## src/rtl/aether_pifo_pkg.sv

```systemverilog
// Shared definitions for the Aether PIFO command path.
//   aether_entry_t        : one tree entry, {metadata, priority tag}
//   AETHER_OP_PUSH / _POP : node command opcodes
//   aether_sched_state_t  : command scheduler FSM states
package aether_pifo_pkg;

    localparam int AETHER_PTW = 16;
    localparam int AETHER_MTW = 32;

    typedef logic [AETHER_MTW+AETHER_PTW-1:0] aether_entry_t;

    localparam logic AETHER_OP_PUSH = 1'b0;
    localparam logic AETHER_OP_POP  = 1'b1;

    typedef enum logic [1:0] {
        ST_IDLE     = 2'd0,
        ST_COOL     = 2'd1,
        ST_POP_WAIT = 2'd2
    } aether_sched_state_t;

endpackage

```

## src/rtl/aether_rr_arb.sv

```systemverilog
// NREQ-way round-robin arbiter (purely combinational).
//   i_req : request vector
//   i_ptr : index of the highest-priority requester this cycle
//   o_gnt : one-hot grant to the first requester at or after i_ptr,
//           wrapping around; all zero when nothing is requested
// NREQ must be a power of two so the index arithmetic wraps naturally.
module aether_rr_arb
    import aether_pifo_pkg::*;
#(
    parameter int NREQ = 4
) (
    input  logic [NREQ-1:0]         i_req,
    input  logic [$clog2(NREQ)-1:0] i_ptr,
    output logic [NREQ-1:0]         o_gnt
);

    localparam int PW = $clog2(NREQ);

    logic [PW-1:0] idx;
    logic          found;

    always_comb begin
        o_gnt = '0;
        found = 1'b0;
        idx   = '0;
        for (int i = 0; i < NREQ; i++) begin
            idx = i_ptr + PW'(i);
            if (!found && i_req[idx]) begin
                o_gnt[idx] = 1'b1;
                found      = 1'b1;
            end
        end
    end

endmodule

```

## src/rtl/aether_pifo_cmd_sched.sv

```systemverilog
// Command scheduler in front of the root node of an Aether PIFO tree.
// Shares the node's single command port between NREQ push requesters and
// one pop consumer, keeps node commands at least ISSUE_GAP cycles apart,
// tracks tree occupancy and returns popped entries with a valid strobe.
//
// Ports
//   i_clk, i_arst_n        : clock, asynchronous active-low reset
//   i_push_valid/_data     : per-requester push request, slice k = requester k
//   o_push_ready           : one-hot push grant (transfer on valid & ready)
//   i_pop_valid/o_pop_ready: pop request / pop accepted this cycle
//   o_rsp_valid/_data      : one-cycle strobe with the popped entry (data held)
//   o_n_valid/_op/_data    : registered node command (op 0 = push, 1 = pop)
//   i_n_pop_data           : node head entry, sampled POP_LAT cycles after a pop
//   o_occupancy/o_full/o_empty : tree entry count and its limits
//
// Build option AETHER_SCHED_STATS_EN adds wrapping 32-bit counters
// o_stat_push_cnt, o_stat_pop_cnt and o_stat_block_cnt.
module aether_pifo_cmd_sched
    import aether_pifo_pkg::*;
#(
    parameter int PTW        = 16,
    parameter int MTW        = 32,
    parameter int NREQ       = 4,
    parameter int CAPACITY   = 64,
    parameter int ISSUE_GAP  = 2,
    parameter int POP_LAT    = 2,
    parameter int STARVE_LIM = 4
) (
    input  logic                           i_clk,
    input  logic                           i_arst_n,
    input  logic [NREQ-1:0]                i_push_valid,
    input  logic [NREQ*(MTW+PTW)-1:0]      i_push_data,
    output logic [NREQ-1:0]                o_push_ready,
    input  logic                           i_pop_valid,
    output logic                           o_pop_ready,
    output logic                           o_rsp_valid,
    output logic [MTW+PTW-1:0]             o_rsp_data,
    output logic                           o_n_valid,
    output logic                           o_n_op,
    output logic [MTW+PTW-1:0]             o_n_data,
    input  logic [MTW+PTW-1:0]             i_n_pop_data,
    output logic [$clog2(CAPACITY+1)-1:0]  o_occupancy,
    output logic                           o_full,
    output logic                           o_empty
`ifdef AETHER_SCHED_STATS_EN
    ,
    output logic [31:0]                    o_stat_push_cnt,
    output logic [31:0]                    o_stat_pop_cnt,
    output logic [31:0]                    o_stat_block_cnt
`endif
);

    localparam int EW = MTW + PTW;
    localparam int OW = $clog2(CAPACITY + 1);
    localparam int PW = $clog2(NREQ);
    localparam int SW = $clog2(STARVE_LIM + 1);
    localparam int CW = $clog2(ISSUE_GAP + 1);
    localparam int LW = $clog2(POP_LAT + 1);
    // A pop occupies the grant cycle, POP_LAT cycles to capture and one
    // cycle to present the response before the FSM may return to IDLE.
    // Whatever is left of ISSUE_GAP after that is spent in COOL.
    localparam int POST_GAP = ISSUE_GAP - (POP_LAT + 2);

    aether_sched_state_t state_q, state_d;
    logic [PW-1:0] ptr_q, ptr_d;
    logic [SW-1:0] starve_q, starve_d;
    logic [OW-1:0] occ_q, occ_d;
    logic [CW-1:0] cool_q, cool_d;
    logic [LW-1:0] wait_q, wait_d;
    logic          n_valid_q, n_valid_d;
    logic          n_op_q, n_op_d;
    logic [EW-1:0] n_data_q, n_data_d;
    logic          rsp_valid_q, rsp_valid_d;
    logic [EW-1:0] rsp_data_q, rsp_data_d;
    logic [EW-1:0] cap_q, cap_d;

    logic [NREQ-1:0] arb_gnt;
    logic [NREQ-1:0] push_ready;
    logic            pop_ready;
    logic [PW-1:0]   gnt_idx;
    logic [EW-1:0]   gnt_data;
    logic            full, empty, any_push, pop_ok, push_ok, do_pop;

    aether_rr_arb #(.NREQ(NREQ)) u_arb (
        .i_req (i_push_valid),
        .i_ptr (ptr_q),
        .o_gnt (arb_gnt)
    );

    always_comb begin
        full     = (occ_q == OW'(CAPACITY));
        empty    = (occ_q == '0);
        any_push = |i_push_valid;
        pop_ok   = i_pop_valid && !empty;
        push_ok  = any_push && !full;

        gnt_idx  = '0;
        gnt_data = '0;
        for (int k = 0; k < NREQ; k++) begin
            if (arb_gnt[k]) begin
                gnt_idx  = PW'(k);
                gnt_data = i_push_data[k*EW +: EW];
            end
        end

        state_d     = state_q;
        ptr_d       = ptr_q;
        starve_d    = starve_q;
        occ_d       = occ_q;
        cool_d      = cool_q;
        wait_d      = wait_q;
        n_valid_d   = 1'b0;
        n_op_d      = AETHER_OP_PUSH;
        n_data_d    = '0;
        rsp_valid_d = 1'b0;
        rsp_data_d  = rsp_data_q;
        cap_d       = cap_q;
        push_ready  = '0;
        pop_ready   = 1'b0;
        do_pop      = 1'b0;

        case (state_q)
            ST_IDLE: begin
                // Pop has priority until pushes have been passed over
                // STARVE_LIM times in a row.
                do_pop = pop_ok && !(push_ok && (starve_q == SW'(STARVE_LIM)));
                if (do_pop) begin
                    pop_ready = 1'b1;
                    n_valid_d = 1'b1;
                    n_op_d    = AETHER_OP_POP;
                    occ_d     = occ_q - OW'(1);
                    if (!push_ok)
                        starve_d = '0;
                    else if (starve_q != SW'(STARVE_LIM))
                        starve_d = starve_q + SW'(1);
                    wait_d  = LW'(POP_LAT);
                    state_d = ST_POP_WAIT;
                end else if (push_ok) begin
                    push_ready = arb_gnt;
                    n_valid_d  = 1'b1;
                    n_op_d     = AETHER_OP_PUSH;
                    n_data_d   = gnt_data;
                    occ_d      = occ_q + OW'(1);
                    ptr_d      = gnt_idx + PW'(1);
                    starve_d   = '0;
                    if (ISSUE_GAP > 1) begin
                        cool_d  = CW'(ISSUE_GAP - 2);
                        state_d = ST_COOL;
                    end
                end
            end
            ST_COOL: begin
                if (cool_q == '0)
                    state_d = ST_IDLE;
                else
                    cool_d = cool_q - CW'(1);
            end
            ST_POP_WAIT: begin
                // wait_q == 1: node head is valid now; wait_q == 0: present it.
                if (wait_q == LW'(1))
                    cap_d = i_n_pop_data;
                if (wait_q == '0) begin
                    rsp_valid_d = 1'b1;
                    rsp_data_d  = cap_q;
                    if (POST_GAP > 0) begin
                        cool_d  = CW'(POST_GAP - 1);
                        state_d = ST_COOL;
                    end else begin
                        state_d = ST_IDLE;
                    end
                end else begin
                    wait_d = wait_q - LW'(1);
                end
            end
            default: state_d = ST_IDLE;
        endcase
    end

    // ---- grant stage -> registered node command / response ----
    always_ff @(posedge i_clk or negedge i_arst_n) begin
        if (!i_arst_n) begin
            state_q     <= ST_IDLE;
            ptr_q       <= '0;
            starve_q    <= '0;
            occ_q       <= '0;
            cool_q      <= '0;
            wait_q      <= '0;
            n_valid_q   <= 1'b0;
            n_op_q      <= 1'b0;
            n_data_q    <= '0;
            rsp_valid_q <= 1'b0;
            rsp_data_q  <= '0;
        end else begin
            state_q     <= state_d;
            ptr_q       <= ptr_d;
            starve_q    <= starve_d;
            occ_q       <= occ_d;
            cool_q      <= cool_d;
            wait_q      <= wait_d;
            n_valid_q   <= n_valid_d;
            n_op_q      <= n_op_d;
            n_data_q    <= n_data_d;
            rsp_valid_q <= rsp_valid_d;
            rsp_data_q  <= rsp_data_d;
        end
    end

    // Capture register is only read after being loaded, so it needs no reset.
    always_ff @(posedge i_clk) begin
        cap_q <= cap_d;
    end

    assign o_push_ready = push_ready;
    assign o_pop_ready  = pop_ready;
    assign o_rsp_valid  = rsp_valid_q;
    assign o_rsp_data   = rsp_data_q;
    assign o_n_valid    = n_valid_q;
    assign o_n_op       = n_op_q;
    assign o_n_data     = n_data_q;
    assign o_occupancy  = occ_q;
    assign o_full       = full;
    assign o_empty      = empty;

`ifdef AETHER_SCHED_STATS_EN
    logic [31:0] stat_push_q, stat_push_d;
    logic [31:0] stat_pop_q, stat_pop_d;
    logic [31:0] stat_block_q, stat_block_d;
    logic        blocked;

    always_comb begin
        blocked      = (state_q == ST_IDLE) &&
                       ((any_push && full) || (i_pop_valid && empty));
        stat_push_d  = stat_push_q  + ((|push_ready) ? 32'd1 : 32'd0);
        stat_pop_d   = stat_pop_q   + (pop_ready     ? 32'd1 : 32'd0);
        stat_block_d = stat_block_q + (blocked       ? 32'd1 : 32'd0);
    end

    always_ff @(posedge i_clk or negedge i_arst_n) begin
        if (!i_arst_n) begin
            stat_push_q  <= '0;
            stat_pop_q   <= '0;
            stat_block_q <= '0;
        end else begin
            stat_push_q  <= stat_push_d;
            stat_pop_q   <= stat_pop_d;
            stat_block_q <= stat_block_d;
        end
    end

    assign o_stat_push_cnt  = stat_push_q;
    assign o_stat_pop_cnt   = stat_pop_q;
    assign o_stat_block_cnt = stat_block_q;
`endif

endmodule
```

## config.mk

```make
export PLATFORM = sky130hd
export DESIGN_NAME = aether_pifo_cmd_sched
export DESIGN_NICKNAME = d
export VERILOG_FILES = /design/src/rtl/aether_pifo_pkg.sv /design/src/rtl/aether_rr_arb.sv /design/src/rtl/aether_pifo_cmd_sched.sv
export SDC_FILE = /design/constraint.sdc
export NUM_CORES = 1
export LEC_CHECK = 0
export ABC_CLOCK_PERIOD_IN_PS = 8200
export BUFFER_PORTS_ARGS = -buffer_cell sky130_fd_sc_hd__buf_2
export CAP_MARGIN = 10
export CORE_AREA = 5 5 137 139
export DETAILED_ROUTE_END_ITERATION = 16
export DIE_AREA = 0 0 142 144
export PLACE_DENSITY_LB_ADDON = 0.12
export SKIP_LAST_GASP = 1
export SLEW_MARGIN = 20
export SYNTH_ARGS = -nofsm -noshare
export SYNTH_HDL_FRONTEND = slang
export SYNTH_SLANG_ARGS = --single-unit
```

## constraint.sdc

```tcl
create_clock -name i_clk -period 8.2 [get_ports i_clk]
set_clock_uncertainty 0.05 [all_clocks]
set_input_delay 0.41 -clock i_clk [delete_from_list [all_inputs] [get_ports i_clk]]
set_output_delay 0.41 -clock i_clk [all_outputs]
set_load 0.02 [all_outputs]
```

# Word level (Yosys, flattened, before mapping)
# Cells that the tools add are included.
# Widths: inputs -> output; s select.
[word_totals]
register_bits = 165
in_bits = 247
out_inout_bits = 113
wordCells = 142
[op_classes]
addsub = 9
magnitude_cmp = 8
n_eq_ne = 15
mux = 61
n_bitwise = 4
n_reduce_logical = 33
[op_table]
columns = ["operator", "n"]
rows = [
  ["$mux 48", 7],
  ["$mux 4", 7],
  ["$mux 2", 11],
  ["$mux 1", 19],
  ["$mux 7", 2],
  ["$ne 2x2->1 const B", 7],
  ["$lt 2x3->1 const B", 4],
  ["$mux 3", 4],
  ["$or 4x4->4", 3],
  ["$reduce_and 3->1", 4],
  ["$logic_and 1x1->1", 11],
  ["$bmux 1 s2", 4],
  ["$demux 1 s2", 4],
  ["$ge 2x1->1 const B", 4],
  ["$pmux 2 s2", 2],
  ["$add 7x1->7 const B", 1],
  ["$eq 7x7->1 const B", 1],
  ["$logic_not 7->1", 1],
  ["$sub 7x1->7 const B", 1],
  ["$logic_not 1->1", 6],
  ["$logic_not 2->1", 3],
  ["$ne 3x3->1 const B", 2],
  ["$pmux 2 s3", 1],
  ["$reduce_and 2->1", 3],
  ["other kinds (12)", 18],
]

# Logic depth before layout (Yosys ltp)
# Gate-level depths: netlist (run 1).
[depth]
depth_word = 19
mapped_depth = 11
ltp_nobuf = 11

# Modules after synthesis
# A second synthesis (run 1) with hierarchy kept.
[unflattened]
cells_unflattened = 752
area_unflattened_um2 = 7459.7
[by_module_without_submodules]
columns = ["mod", "n_inst", "cells_per_inst", "area_each_um2", "seq_area_each_um2"]
rows = [
  ["aether_pifo_cmd_sched", 1, 716, 7121.8, 4369.2],
  ["aether_rr_arb", 1, 36, 337.8, 0.0],
]

# Worst setup path after synthesis (run 1)
# Ideal clock, no wire load.
[synth_timing]
kind = "reg-to-output"
startpoint = "register ptr_q[0]"
endpoint = "output o_push_ready[0]"
t_arrival_ns = 2.805
required_time_ns = 7.740
setup_slack_ns = 4.935
path_stages_with_launch = 10
cell_sequence = "dfrtp_1 -> buf_2 -> inv_1 -> ha_1 -> mux4_2 -> or4_1 -> o211ai_1 -> buf_2 -> clkbuf_1 -> nor2b_1"
[synth_via]
elab_chain_len = 15
word_cells_on_any_way = 50
classes_between = "add/sub: 3; order compare: 8; mux: 26; bitwise: 3; reduce/logical: 10"
[synth_rtl]
columns = ["item", "line", "rtl"]
rows = [
  ["start, declared", "aether_pifo_cmd_sched.sv:65", "logic [PW-1:0] ptr_q, ptr_d;"],
  ["start signal, assigned", "aether_pifo_cmd_sched.sv:195", "ptr_q <= ptr_d;"],
  ["branches (longest 11 deep; another with $lt 2x3->1)", "n/a", ""],
  ["$mux 4 *", "aether_rr_arb.sv:28", "if (!found && i_req[idx]) begin"],
  ["$mux 4 *", "aether_pifo_cmd_sched.sv:138", "end else if (push_ok) begin"],
  ["$mux 4 *", "aether_pifo_cmd_sched.sv:127", "if (do_pop) begin"],
  ["$mux 4 *", "aether_pifo_cmd_sched.sv:122", "case (state_q)"],
  ["end, declared", "aether_pifo_cmd_sched.sv:33", "output logic [NREQ-1:0] o_push_ready,"],
]
# Every way passes the cells marked *. The select of a mux whose other input is x is not followed.

# Worst setup path after layout (run 1)
# Ends and elaborated chain as after synthesis.

==> results_tabular.tex, run 1 <==
\begin{tabular}{lr}
\hline
Metric & Value \\
\hline
\multicolumn{2}{l}{\textbf{Run status}} \\
Result of the run & complete, no violations \\
\multicolumn{2}{l}{\textbf{Power and ir drop}} \\
Power consumption & 4020 uW \\
Power per Cell Area & 396 nW/um\^{}2 \\
Leakage power figure & 0.00474 uW \\
Worst IR drop on VDD & 0.000193 V \\
\multicolumn{2}{l}{\textbf{Yosys}} \\
Post-synthesis cell type with the largest combined area & dfrtp\_1 \\
Sequential element share of the synthesized area & 57.6\% \\
Share of the synthesized area in the top cell type & 38.6\% \\
Main area contributors after synthesis & dfrtp\_1 39\%, edfxtp\_1 19\%, mux2\_2 7.6\%, a21boi\_0 4.6\%, o221ai\_2 4.0\% \\
Combined area of all synthesized cells & 7580 sq um \\
Synth warnings & 0 \\
Mapped Cells & 544 \\
Commonest register cell after synthesis & dfrtp\_1 \\
Synthesized net count & 809 \\
Post-synthesis async set-or-reset flop share & 70.9\% \\
Synth Area per Inst & 13.9 sq um \\
Netlist cell types & 50 \\
Number of synthesized register bits & 165 \\
Number of enable-type register cells in the synthesized netlist & 48 \\
\multicolumn{2}{l}{\textbf{Place}} \\
Worst setup slack before clock tree synthesis & 4340 ps \\
Hpwl dp & 18,500 um \\
IO Port Bufs & 359 \\
Cell area reported after detailed placement & 9540 sq um \\
Gp weighted congestion & 0.897 \\
\multicolumn{2}{l}{\textbf{Setup path}} \\
Arrival time of the worst setup path & 3550 ps \\
Kind of start point of the critical path & flip-flop \\
Kind of critical path & flip-flop to output pin \\
Category of the worst setup path capture point & output pin \\
Crit path max fanout & 34 \\
Data required time of the critical path & 7740 ps \\
\multicolumn{2}{l}{\textbf{CTS}} \\
CTS H-tree lvls & 4 \\
Bufs on Longest Clock Path & 2 \\
CTS clk-pin slew, worst paths & 70 ps \\
Clock tree root buffer cell & clkbuf\_16 \\
CTS tree & done \\
Number of buffers inserted by post-CTS setup repair & 0 \\
TritonCTS buffer count & 17 \\
Number of resized instances in the post-cts repair step & 0 \\
Number of buffers inserted for hold repair after clock tree synthesis & 0 \\
Latest clock arrival within the worst-skew pair & 420 ps \\
Sinks on Clock Net & 165 \\
\multicolumn{2}{l}{\textbf{Routing}} \\
Wirelength, routed & 24,400 um \\
Starting DRT DRC Count & 374 \\
Via count & 6,157 \\
First drt pass iteration count & 5 \\
Drt drc & 0 \\
Avg Vias per Cell & 5.40 \\
Count of nets left with antenna violations after detail routing & 0 \\
Mean routed wirelength per cell & 21.4 um \\
\multicolumn{2}{l}{\textbf{Hold path}} \\
Worst Hold Class & primary input to asynchronous set/reset pin \\
\multicolumn{2}{l}{\textbf{Global route}} \\
Largest net degree at the start of global routing & 62 \\
First-pass GRT wire length & 36,300 um \\
GR Util All Layers & 23.1\% \\
Vias in the first global route & 6,447 \\
Number of antenna violations at the first check in global routing & 6 \\
Total congestion overflow & 0 \\
\multicolumn{2}{l}{\textbf{Final layout}} \\
Post-layout net count & 1,157 \\
Commonest non-fill, non-tap cells in the layout & 358 x buf\_2, 117 x dfrtp\_1, 51 x mux2\_2 \\
Final standard cell utilization of the core & 57.9\% \\
Commonest non-fill, non-tap cell in the layout & buf\_2 \\
Share of layout cells above drive strength 1 & 55.7\% \\
Area growth, synth to finish & 33.9\% \\
Post-layout instance area & 10,100 sq um \\
\multicolumn{2}{l}{\textbf{STA}} \\
Period minus WS final & 4010 ps \\
Share of the clock period used by the worst path after layout & 48.9\% \\
Setup repair after global routing missed its margin & no \\
Post-Route Setup TNS & 0 ps \\
Max Fclk & 0.249 GHz \\
Worst rel slew slack & 45.2\% \\
Setup ws final & 4190 ps \\
Hold Fails Final Rpt & 0 \\
Setup-violating endpoint count in the final report & 0 \\
Pin slew with the least headroom to its limit & 822 ps \\
Pins over their slew limit & 0 \\
\multicolumn{2}{l}{\textbf{Die}} \\
Die ar. & 20,400 sq um \\
Floorplan core area & 17,500 sq um \\
Horizontal die dimension & 142 um \\
I/O pin total & 360 \\
Height of the die & 144 um \\
Cell Rows & 49 \\
Initial core utilization & 43.2\% \\
\multicolumn{2}{l}{\textbf{Run}} \\
Max-Cap Viols & 0 \\
\hline
\end{tabular}
## layout make-up
| class | instances | area [sq um] |
|---|---|---|
| inverter | 22 | 82.6 |
| antenna | 7 | 17.5 |
| fill | 1503 | 7380 |
| timing repair buffer | 368 | 1870 |
| sequential | 165 | 4370 |
| tap | 229 | 287 |
| clock inverter | 14 | 141 |
| multi-input combinational | 318 | 2950 |
| clock buffer | 18 | 439 |
## layer usage
layer | wire length, um | GRT usage [%]
met4 | 829 | 10.5
met2 | 12400 | 37.9
met5 | 20 | 0
met1 | 9160 | 28.7
met3 | 2010 | 6.38
## flip-flops by register name (all words and copies together), names as in the netlist
name and flops:
starve_q 3, o_n_op 1, o_n_data 48, state_q 2, ptr_q 2, o_n_valid 1, o_rsp_data 48, wait_q 2
o_rsp_valid 1, o_occupancy 7, cap_q 48, cool_q 2
## per-stage QoR
| step | hold WS (ps) | instances |
|---|---|---|
| after floorplan | 64.4 | 544 |
| final | 4.44 | 1141 |
| after CTS | 23.6 | 1133 |
| after global routing | 72.7 | 1139 |
| after global placement | 408 | 1101 |
| after detailed placement | 414 | 1101 |
## cells by family (layout without fill, tap and decap cells)
| group | Yosys count | in the layout | share of synthesized area [%] |
|---|---|---|---|
| AOI/OAI and AO/OA | 181 | 181 | 22.2 |
| xor gates and xnor gates | 6 | 6 | 0.693 |
| adders and majority gates | 18 | 18 | 3.07 |
| buffers and inverters | 61 | 422 | 3.75 |
| DFF | 165 | 165 | 57.6 |
| muxes | 55 | 55 | 8.76 |
| other | 0 | 7 | 0 |
| and+or+nand+nor | 58 | 58 | 3.86 |
## cell usage after synthesis (3+ instances only)
library cell / number
o2bb2ai_1: 27
nand2_1: 24
mux4_2: 4
o21ai_0: 15
a21o_1: 4
o2bb2ai_2: 20
a21boi_0: 46
clkbuf_1: 22
dfrtp_1: 117
o221ai_2: 20
buf_2: 12
xnor2_1: 4
nor2b_1: 3
nand3b_1: 3
inv_1: 22
edfxtp_1: 48
mux2_2: 51
nor2_1: 10
ha_1: 17
nor3_1: 5
o221ai_1: 27
a21oi_1: 8
## critical path, stage by stage (launching register included)
cell	delay, ps
dfrtp_1	600
inv_1	150
ha_1	360
mux4_2	410
or4_1	530
o211ai_1	290
buf_4	430
nor2b_1	170
buf_2	170
## worst paths after layout
check                                       from               to  slack (ps)  depth (start not counted)
worst max-delay path                    ptr_q[0]  o_push_ready[0]        4190                          8
worst min-delay path                    i_arst_n   o_occupancy[2]           4                          1
worst max register to register          ptr_q[0]      o_n_data[5]        4690                          9
worst min register to register         cap_q[41]   o_rsp_data[41]         420                          1
max in group asynchronous               i_arst_n   o_rsp_data[11]        6770                          2
min in group i_clk              i_n_pop_data[29]        cap_q[29]         110                          1
## power by group
part | internal (uW) | switching, uW
registers | 1090 | 123
clock network | 434 | 344
logic | 769 | 1260
total | 2290 | 1720
(Power assumes the default switching activity.)
==> run 2, diff against run 1 <==
Settings changed: ABC_CLOCK_PERIOD_IN_PS 8200 to 3400, CORE_AREA 5 5 137 139 to unset, CORE_ASPECT_RATIO set to 2, CORE_MARGIN set to 5, CORE_UTILIZATION set to 42, DIE_AREA 0 0 142 144 to unset.
Clock period 8.2 ns to 3.4 ns, I/O delays scaled along.
==> run 2 against run 1 <==
- cell count grew 11%
- combinational power grew to 2.6 times the previous value
- total power grew to 2.5 times the previous value
- wire length grew 3.9%
- sequential share of layout area shrank 5.6 points
- worst setup slack lost 4000 ps
- hold slack gained 15 ps
- critical path depth is the same
- critical endpoint unchanged
- highest routed layer is now met4
==> results_tabular.tex, run 2 (synthesized netlist as in run 1, its figures left out) <==
\begin{tabular}{lr}
\hline
Metric & Value \\
\hline
\multicolumn{2}{l}{\textbf{Routing}} \\
Via count & 6,761 \\
Count of nets left with antenna violations after detail routing & 0 \\
Wirelength, routed & 25,300 um \\
Drt drc & 0 \\
Starting DRT DRC Count & 295 \\
Avg Vias per Cell & 5.34 \\
Mean routed wirelength per cell & 20.0 um \\
First drt pass iteration count & 5 \\
\multicolumn{2}{l}{\textbf{Global route}} \\
Number of antenna violations at the first check in global routing & 0 \\
Vias in the first global route & 7,550 \\
Largest net degree at the start of global routing & 63 \\
Total congestion overflow & 0 \\
First-pass GRT wire length & 39,800 um \\
GR Util All Layers & 23.9\% \\
\multicolumn{2}{l}{\textbf{Final layout}} \\
Share of layout cells above drive strength 1 & 49.4\% \\
Final standard cell utilization of the core & 65.6\% \\
Area growth, synth to finish & 53.8\% \\
Commonest non-fill, non-tap cell in the layout & buf\_2 \\
\# diodes & 0 \\
Post-layout net count & 1,304 \\
Number of non-filler instances in the completed layout & 1,265 \\
Commonest non-fill, non-tap cells in the layout & 358 x buf\_2, 131 x dlygate4sd3\_1, 116 x dfrtp\_1 \\
Post-layout instance area & 11,700 sq um \\
\multicolumn{2}{l}{\textbf{STA}} \\
Post-Route Setup TNS & 0 ps \\
Hold Fails Final Rpt & 0 \\
Share of the clock period used by the worst path after layout & 95.5\% \\
Period minus WS final & 3250 ps \\
Smallest hold slack & 19.6 ps \\
Pins over their slew limit & 0 \\
Worst rel slew slack & 42.7\% \\
Max Fclk & 0.308 GHz \\
Pin slew with the least headroom to its limit & 860 ps \\
Setup repair after global routing missed its margin & no \\
Setup-violating endpoint count in the final report & 0 \\
\multicolumn{2}{l}{\textbf{Power and ir drop}} \\
Leakage power figure & 0.00541 uW \\
Switching power share of the total & 41.4\% \\
Internal power & 5950 uW \\
Power per Cell Area & 872 nW/um\^{}2 \\
Switching power of the nets & 4210 uW \\
Sequential fraction of design power & 28.7\% \\
Clock network fraction of total power & 19.7\% \\
Worst IR drop on VDD & 0.000509 V \\
Proportion of power drawn by combinational gates & 51.6\% \\
\multicolumn{2}{l}{\textbf{Place}} \\
Cell area reported after detailed placement & 9690 sq um \\
Hpwl dp & 18,200 um \\
IO Port Bufs & 359 \\
Gp weighted congestion & 0.927 \\
Post-Place Cells & 1,097 \\
\multicolumn{2}{l}{\textbf{Die}} \\
Initial core utilization & 42.6\% \\
Horizontal die dimension & 105 um \\
Floorplan core area & 17,800 sq um \\
Height of the die & 200 um \\
I/O pin total & 360 \\
Die ar. & 21,000 sq um \\
Cell Rows & 69 \\
\multicolumn{2}{l}{\textbf{Setup path}} \\
Crit path max fanout & 49 \\
Start of the worst register-to-register path & o\_occupancy[1] \\
Slack of the worst reg-to-reg path & 210 ps \\
Arrival time of the worst setup path & 3030 ps \\
Biggest cell delay along the critical path & 530 ps \\
Crit Reg-Reg Endpoint & o\_occupancy[6] \\
Kind of critical path & flip-flop to output pin \\
Category of the worst setup path capture point & output pin \\
Data required time of the critical path & 3180 ps \\
Kind of start point of the critical path & flip-flop \\
Crit path cell chain & inv\_1, ha\_1, mux4\_2, or4\_1, o211ai\_1, clkbuf\_16, nor2b\_1, buf\_2 \\
Number of cells on the worst reg-to-reg path & 11 \\
Slowest cell on crit path & or4\_1 \\
\multicolumn{2}{l}{\textbf{Run status}} \\
Result of the run & complete, no violations \\
\multicolumn{2}{l}{\textbf{CTS}} \\
Latest clock arrival within the worst-skew pair & 420 ps \\
Clock tree root buffer cell & clkbuf\_16 \\
CTS clk-pin slew, worst paths & 60 ps \\
Sinks on Clock Net & 165 \\
CTS H-tree lvls & 4 \\
Bufs on Longest Clock Path & 2 \\
CTS tree & done \\
TritonCTS buffer count & 17 \\
\multicolumn{2}{l}{\textbf{Run}} \\
Max-Cap Viols & 0 \\
\multicolumn{2}{l}{\textbf{Hold path}} \\
Sink of the worst hold path & o\_n\_data[15] \\
Source of the worst hold timing path & i\_push\_data[15] \\
Min-Delay Path Depth & 3 \\
Worst Hold Class & primary input to flip-flop \\
\hline
\end{tabular}
run 2: changes by cell type in the layout (fill, tap and decap cells not counted), moves of 2 or more:
| cell | delta |
|---|---|
| buf_4 | +10 |
| diode_2 | -7 |
| inv_8 | +2 |
| buf_12 | +5 |
| dlygate4sd3_1 | +131 |
| clkinv_2 | -2 |
| bufinv_16 | +2 |
run 2: worst max-delay path: cells and delay by family (launching register included):
family / cells / cell delay (ps)
AND/OR/NAND/NOR: 2 / 680
adder cells (fa/ha/maj): 1 / 340
AO/OA/AOI/OAI: 1 / 160
flip-flops: 1 / 450
buffers and inverters: 3 / 560
multiplexers: 1 / 390
run 2: worst max-delay path by stage:
stage                        start         endpoint
CTS                       ptr_q[1]  o_push_ready[0]
finish                    ptr_q[1]  o_push_ready[0]
floorplan           o_occupancy[1]   o_occupancy[6]
detailed placement        ptr_q[1]      o_n_data[2]
global route              ptr_q[1]  o_push_ready[0]
global placement    o_occupancy[1]   o_occupancy[6]
run 2: stage by stage:
stage	setup WS, ps	power [uW]
floorplan	222	6440
global placement	284	7810
detailed placement	231	7990
CTS	9.13	10200
global route	0.0779	10800
finish	153	10200
run 2: power by group through the flow:
stage	clock network, uW	registers (uW)	logic (uW)
after floorplan	0	3470	2970
after global placement	0	2920	4890
after detailed placement	0	2940	5050
after CTS	2060	2910	5200
after global routing	2160	2980	5700
final	2000	2910	5250
run 2: repair_timing:
action                     CTS  global route
pin swaps                    1             0
setup buffers                1             4
hold endpoints to repair   157             0
resized for setup            0             3
setup endpoints to repair    1             1
hold buffers               131             0
run 2: cell type report:
| cell class | count | area, sq um |
|---|---|---|
| Fill cell | 1323 | 6120 |
| Clock inverter | 14 | 190 |
| Multi-Input combinational cell | 318 | 2940 |
| Timing Repair Buffer | 515 | 3380 |
| Sequential cell | 165 | 4370 |
| Inverter | 22 | 82.6 |
| Tap cell | 213 | 267 |
| Clock buffer | 18 | 429 |
run 2: layer usage:
| layer | global-route usage [%] | vias up | share of wire (%) |
|---|---|---|---|
| li1 | - | 3072 | - |
| met1 | 25.4 | 3261 | 34 |
| met2 | 43.0 | 355 | 54 |
| met3 | 6.60 | 73 | 7.4 |
| met4 | 12.1 | 0 | 4.6 |
| met5 | 0 | - | 0 |
==> run 3, diff against run 2 <==
Settings changed: ABC_AREA set to 1, CAP_MARGIN 10 to 20.
==> run 3 against run 2 <==
- sequential share of layout area fell by 0.20 points
- combinational power rose by 4.2%
- wire length rose by 5.6%
- via count rose by 18%
- synthesized cell count rose by 70%
- non-clock buffer count did not move
- hold slack got worse by 0.86 ps
- final area rose by 0.53%
- first-iteration DRC count rose by 7.5%
- cell count rose by 30%
==> results_tabular.tex, run 3 <==
\begin{tabular}{lr}
\hline
Metric & Value \\
\hline
\multicolumn{2}{l}{\textbf{Power and ir drop}} \\
Switching power share of the total & 44.9\% \\
Proportion of power drawn by combinational gates & 54.1\% \\
Worst IR drop on VDD & 0.000532 V \\
Leakage power figure & 0.00655 uW \\
Internal power & 5560 uW \\
Switching power of the nets & 4540 uW \\
Power per Cell Area & 862 nW/um\^{}2 \\
Clock network fraction of total power & 18.2\% \\
Sequential fraction of design power & 27.7\% \\
\multicolumn{2}{l}{\textbf{Setup path}} \\
Category of the worst setup path capture point & flip-flop \\
Crit path max fanout & 48 \\
Slowest cell on crit path & dlygate4sd3\_1 \\
Cell repeated most along the worst path & nand2\_1 \\
Buffering stage count on the worst path with inverters included & 5 \\
Arrival time of the worst setup path & 3540 ps \\
Biggest cell delay along the critical path & 580 ps \\
Data required time of the critical path & 3700 ps \\
Kind of critical path & flip-flop to flip-flop \\
Largest delay contributor family on the critical path & buffers and inverters \\
Kind of start point of the critical path & flip-flop \\
Crit path cell chain & inv\_1, ha\_1, inv\_1, nand3\_1, nand2\_1, nand3\_1, nand2\_1, clkinv\_1, nand2\_1, nor2\_1, nor2\_4, buf\_6, nand2\_1, nand2\_1, nand2\_1, nand2\_1, dlygate4sd3\_1 \\
\multicolumn{2}{l}{\textbf{CTS}} \\
CTS tree & done \\
Clock tree root buffer cell & clkbuf\_16 \\
TritonCTS buffer count & 17 \\
Sinks on Clock Net & 165 \\
Bufs on Longest Clock Path & 2 \\
CTS H-tree lvls & 4 \\
CTS clk-pin slew, worst paths & 70 ps \\
Latest clock arrival within the worst-skew pair & 420 ps \\
\multicolumn{2}{l}{\textbf{STA}} \\
Setup ws final & 163 ps \\
Period minus WS final & 3240 ps \\
Pins over their slew limit & 0 \\
Max Fclk & 0.309 GHz \\
Hold Fails Final Rpt & 0 \\
Setup-violating endpoint count in the final report & 0 \\
Smallest hold slack & 18.7 ps \\
Share of the clock period used by the worst path after layout & 95.2\% \\
Worst rel slew slack & 37.3\% \\
Pin slew with the least headroom to its limit & 939 ps \\
\multicolumn{2}{l}{\textbf{Global route}} \\
Largest net degree at the start of global routing & 64 \\
Total congestion overflow & 0 \\
Number of antenna violations at the first check in global routing & 3 \\
Vias in the first global route & 8,165 \\
GR Util All Layers & 25.0\% \\
First-pass GRT wire length & 41,600 um \\
\multicolumn{2}{l}{\textbf{Yosys}} \\
Netlist cell types & 31 \\
Post-synthesis async set-or-reset flop share & 70.9\% \\
Number of synthesized register bits & 165 \\
Mapped Cells & 923 \\
Share of the synthesized area in the top cell type & 38.1\% \\
Main area contributors after synthesis & dfrtp\_1 38\%, nand2\_1 21\%, edfxtp\_1 19\%, nor2\_1 5.5\%, a21oi\_1 3.5\% \\
Most instantiated library cell after synthesis & nand2\_1 \\
Post-synthesis cell type with the largest combined area & dfrtp\_1 \\
Commonest register cell after synthesis & dfrtp\_1 \\
Combined area of all synthesized cells & 7690 sq um \\
Leading cell types by count after synthesis & 428 x nand2\_1, 117 x dfrtp\_1, 112 x nor2\_1, 53 x a21oi\_1, 48 x edfxtp\_1 \\
Synthesized net count & 1,188 \\
Synth Area per Inst & 8.33 sq um \\
Synth warnings & 0 \\
Sequential element share of the synthesized area & 56.8\% \\
Number of enable-type register cells in the synthesized netlist & 48 \\
\multicolumn{2}{l}{\textbf{Place}} \\
IO Port Bufs & 359 \\
Post-Place Cells & 1,469 \\
Hpwl dp & 19,200 um \\
Gp weighted congestion & 0.981 \\
Worst setup slack before clock tree synthesis & 548 ps \\
\multicolumn{2}{l}{\textbf{Die}} \\
Floorplan core area & 18,100 sq um \\
I/O pin total & 360 \\
Die ar. & 21,300 sq um \\
Initial core utilization & 42.4\% \\
Horizontal die dimension & 106 um \\
Height of the die & 201 um \\
Cell Rows & 70 \\
\multicolumn{2}{l}{\textbf{Run status}} \\
Result of the run & complete, no violations \\
\multicolumn{2}{l}{\textbf{Routing}} \\
Count of nets left with antenna violations after detail routing & 0 \\
Drt drc & 0 \\
Wirelength, routed & 26,800 um \\
Via count & 7,991 \\
First drt pass iteration count & 5 \\
Avg Vias per Cell & 4.85 \\
Starting DRT DRC Count & 317 \\
Mean routed wirelength per cell & 16.3 um \\
\multicolumn{2}{l}{\textbf{Final layout}} \\
Number of non-filler instances in the completed layout & 1,648 \\
Storage element area & 4370 sq um \\
Share of layout cells above drive strength 1 & 30.0\% \\
Commonest non-fill, non-tap cell in the layout & nand2\_1 \\
Area of the multi-input gates & 2990 sq um \\
Area growth, synth to finish & 52.5\% \\
Number of fill cells & 1,564 \\
Post-layout net count & 1,681 \\
Commonest non-fill, non-tap cells in the layout & 428 x nand2\_1, 358 x buf\_2, 139 x dlygate4sd3\_1 \\
\multicolumn{2}{l}{\textbf{Hold path}} \\
Worst Hold Class & primary input to flip-flop \\
\multicolumn{2}{l}{\textbf{Run}} \\
Max-Cap Viols & 0 \\
\hline
\end{tabular}
## run 3: cell types whose count changed after synthesis, moves of 45 or more
cell      before  now
a21boi_0      46    0
a21oi_1        8   53
mux2_2        51    0
nand2_1       24  428
nor2_1        10  112
## run 3: routing by layer
metal  GRT usage, %  vias to the layer above  routed length, um
met5              0                        -                  0
met4           11.9                        0               1170
met3           6.45                       64               1920
met2           46.4                      322              14500
met1           25.5                     3722               9210
li1               -                     3883                  -
## run 3: cell type report
class,instances,share of cell area [%]
Clock inverter,14,0.971
Inverter,36,1.17
Tap cell,216,2.31
Timing Repair Buffer,515,28.9
Multi-Input combinational cell,681,25.5
Sequential cell,165,37.3
Antenna cell,3,0.0640
Clock buffer,18,3.84
## run 3: what timing repair did
action,in CTS,in global routing
hold buffers,139,0
hold endpoints to repair,150,0
endpoints found under the setup margin,0,45
gates resized for setup,0,8
setup buffers,0,5
## run 3: path summary, 6_finish.rpt
path | start | endpoint | slack, ps | cells past startpoint
max | ptr_q[1] | o_n_data[19] | 160 | 17
min | i_push_data[25] | o_n_data[25] | 20 | 5
max reg2reg | ptr_q[1] | o_n_data[19] | 160 | 17
min reg2reg | cap_q[14] | o_rsp_data[14] | 390 | 2
max in group asynchronous | i_arst_n | o_n_data[12] | 2190 | 3
min in group asynchronous | i_arst_n | o_rsp_data[9] | 290 | 2
## run 3: cell families (layout without fill, tap and decap cells)
| logic type | Yosys count | after routing | share of synthesized area, % |
|---|---|---|---|
| AO/OA/AOI/OAI | 78 | 78 | 5.27 |
| flip-flops | 165 | 165 | 56.8 |
| other | 0 | 3 | 0 |
| XOR/XNOR | 7 | 7 | 0.798 |
| buffers and inverters | 77 | 583 | 4.69 |
| adder cells (fa/ha/maj) | 18 | 18 | 3.03 |
| AND/OR/NAND/NOR | 578 | 578 | 29.4 |
## run 3: worst register-to-register path: stages, from the launching register on
cell	delay, ps
dfrtp_1	480
inv_1	180
ha_1	360
inv_1	110
nand3_1	90
nand2_1	150
nand3_1	110
nand2_1	80
clkinv_1	60
nand2_1	80
nor2_1	90
nor2_4	90
buf_6	350
nand2_1	130
nand2_1	80
nand2_1	50
nand2_1	70
dlygate4sd3_1	580
## run 3: stage by stage
stage	util, %	setup TNS (ps)	cell area [sq um]	power, uW
2_1_floorplan	-	0	7690	6330
3_3_place_gp	53.4	0	9680	7670
3_5_place_dp	53.4	0	9680	7720
4_1_cts	64.2	0	11600	10100
5_1_grt	64.7	-1.05	11700	10900
6_report	64.7	0	11700	10100
## run 3: power by group through the flow
stage	logic, uW	clock network (uW)	registers, uW
finish	5470	1840	2800
global route	6080	1960	2860
CTS	5370	1890	2800
detailed placement	4890	0	2830
global placement	4850	0	2820
floorplan	3010	0	3320
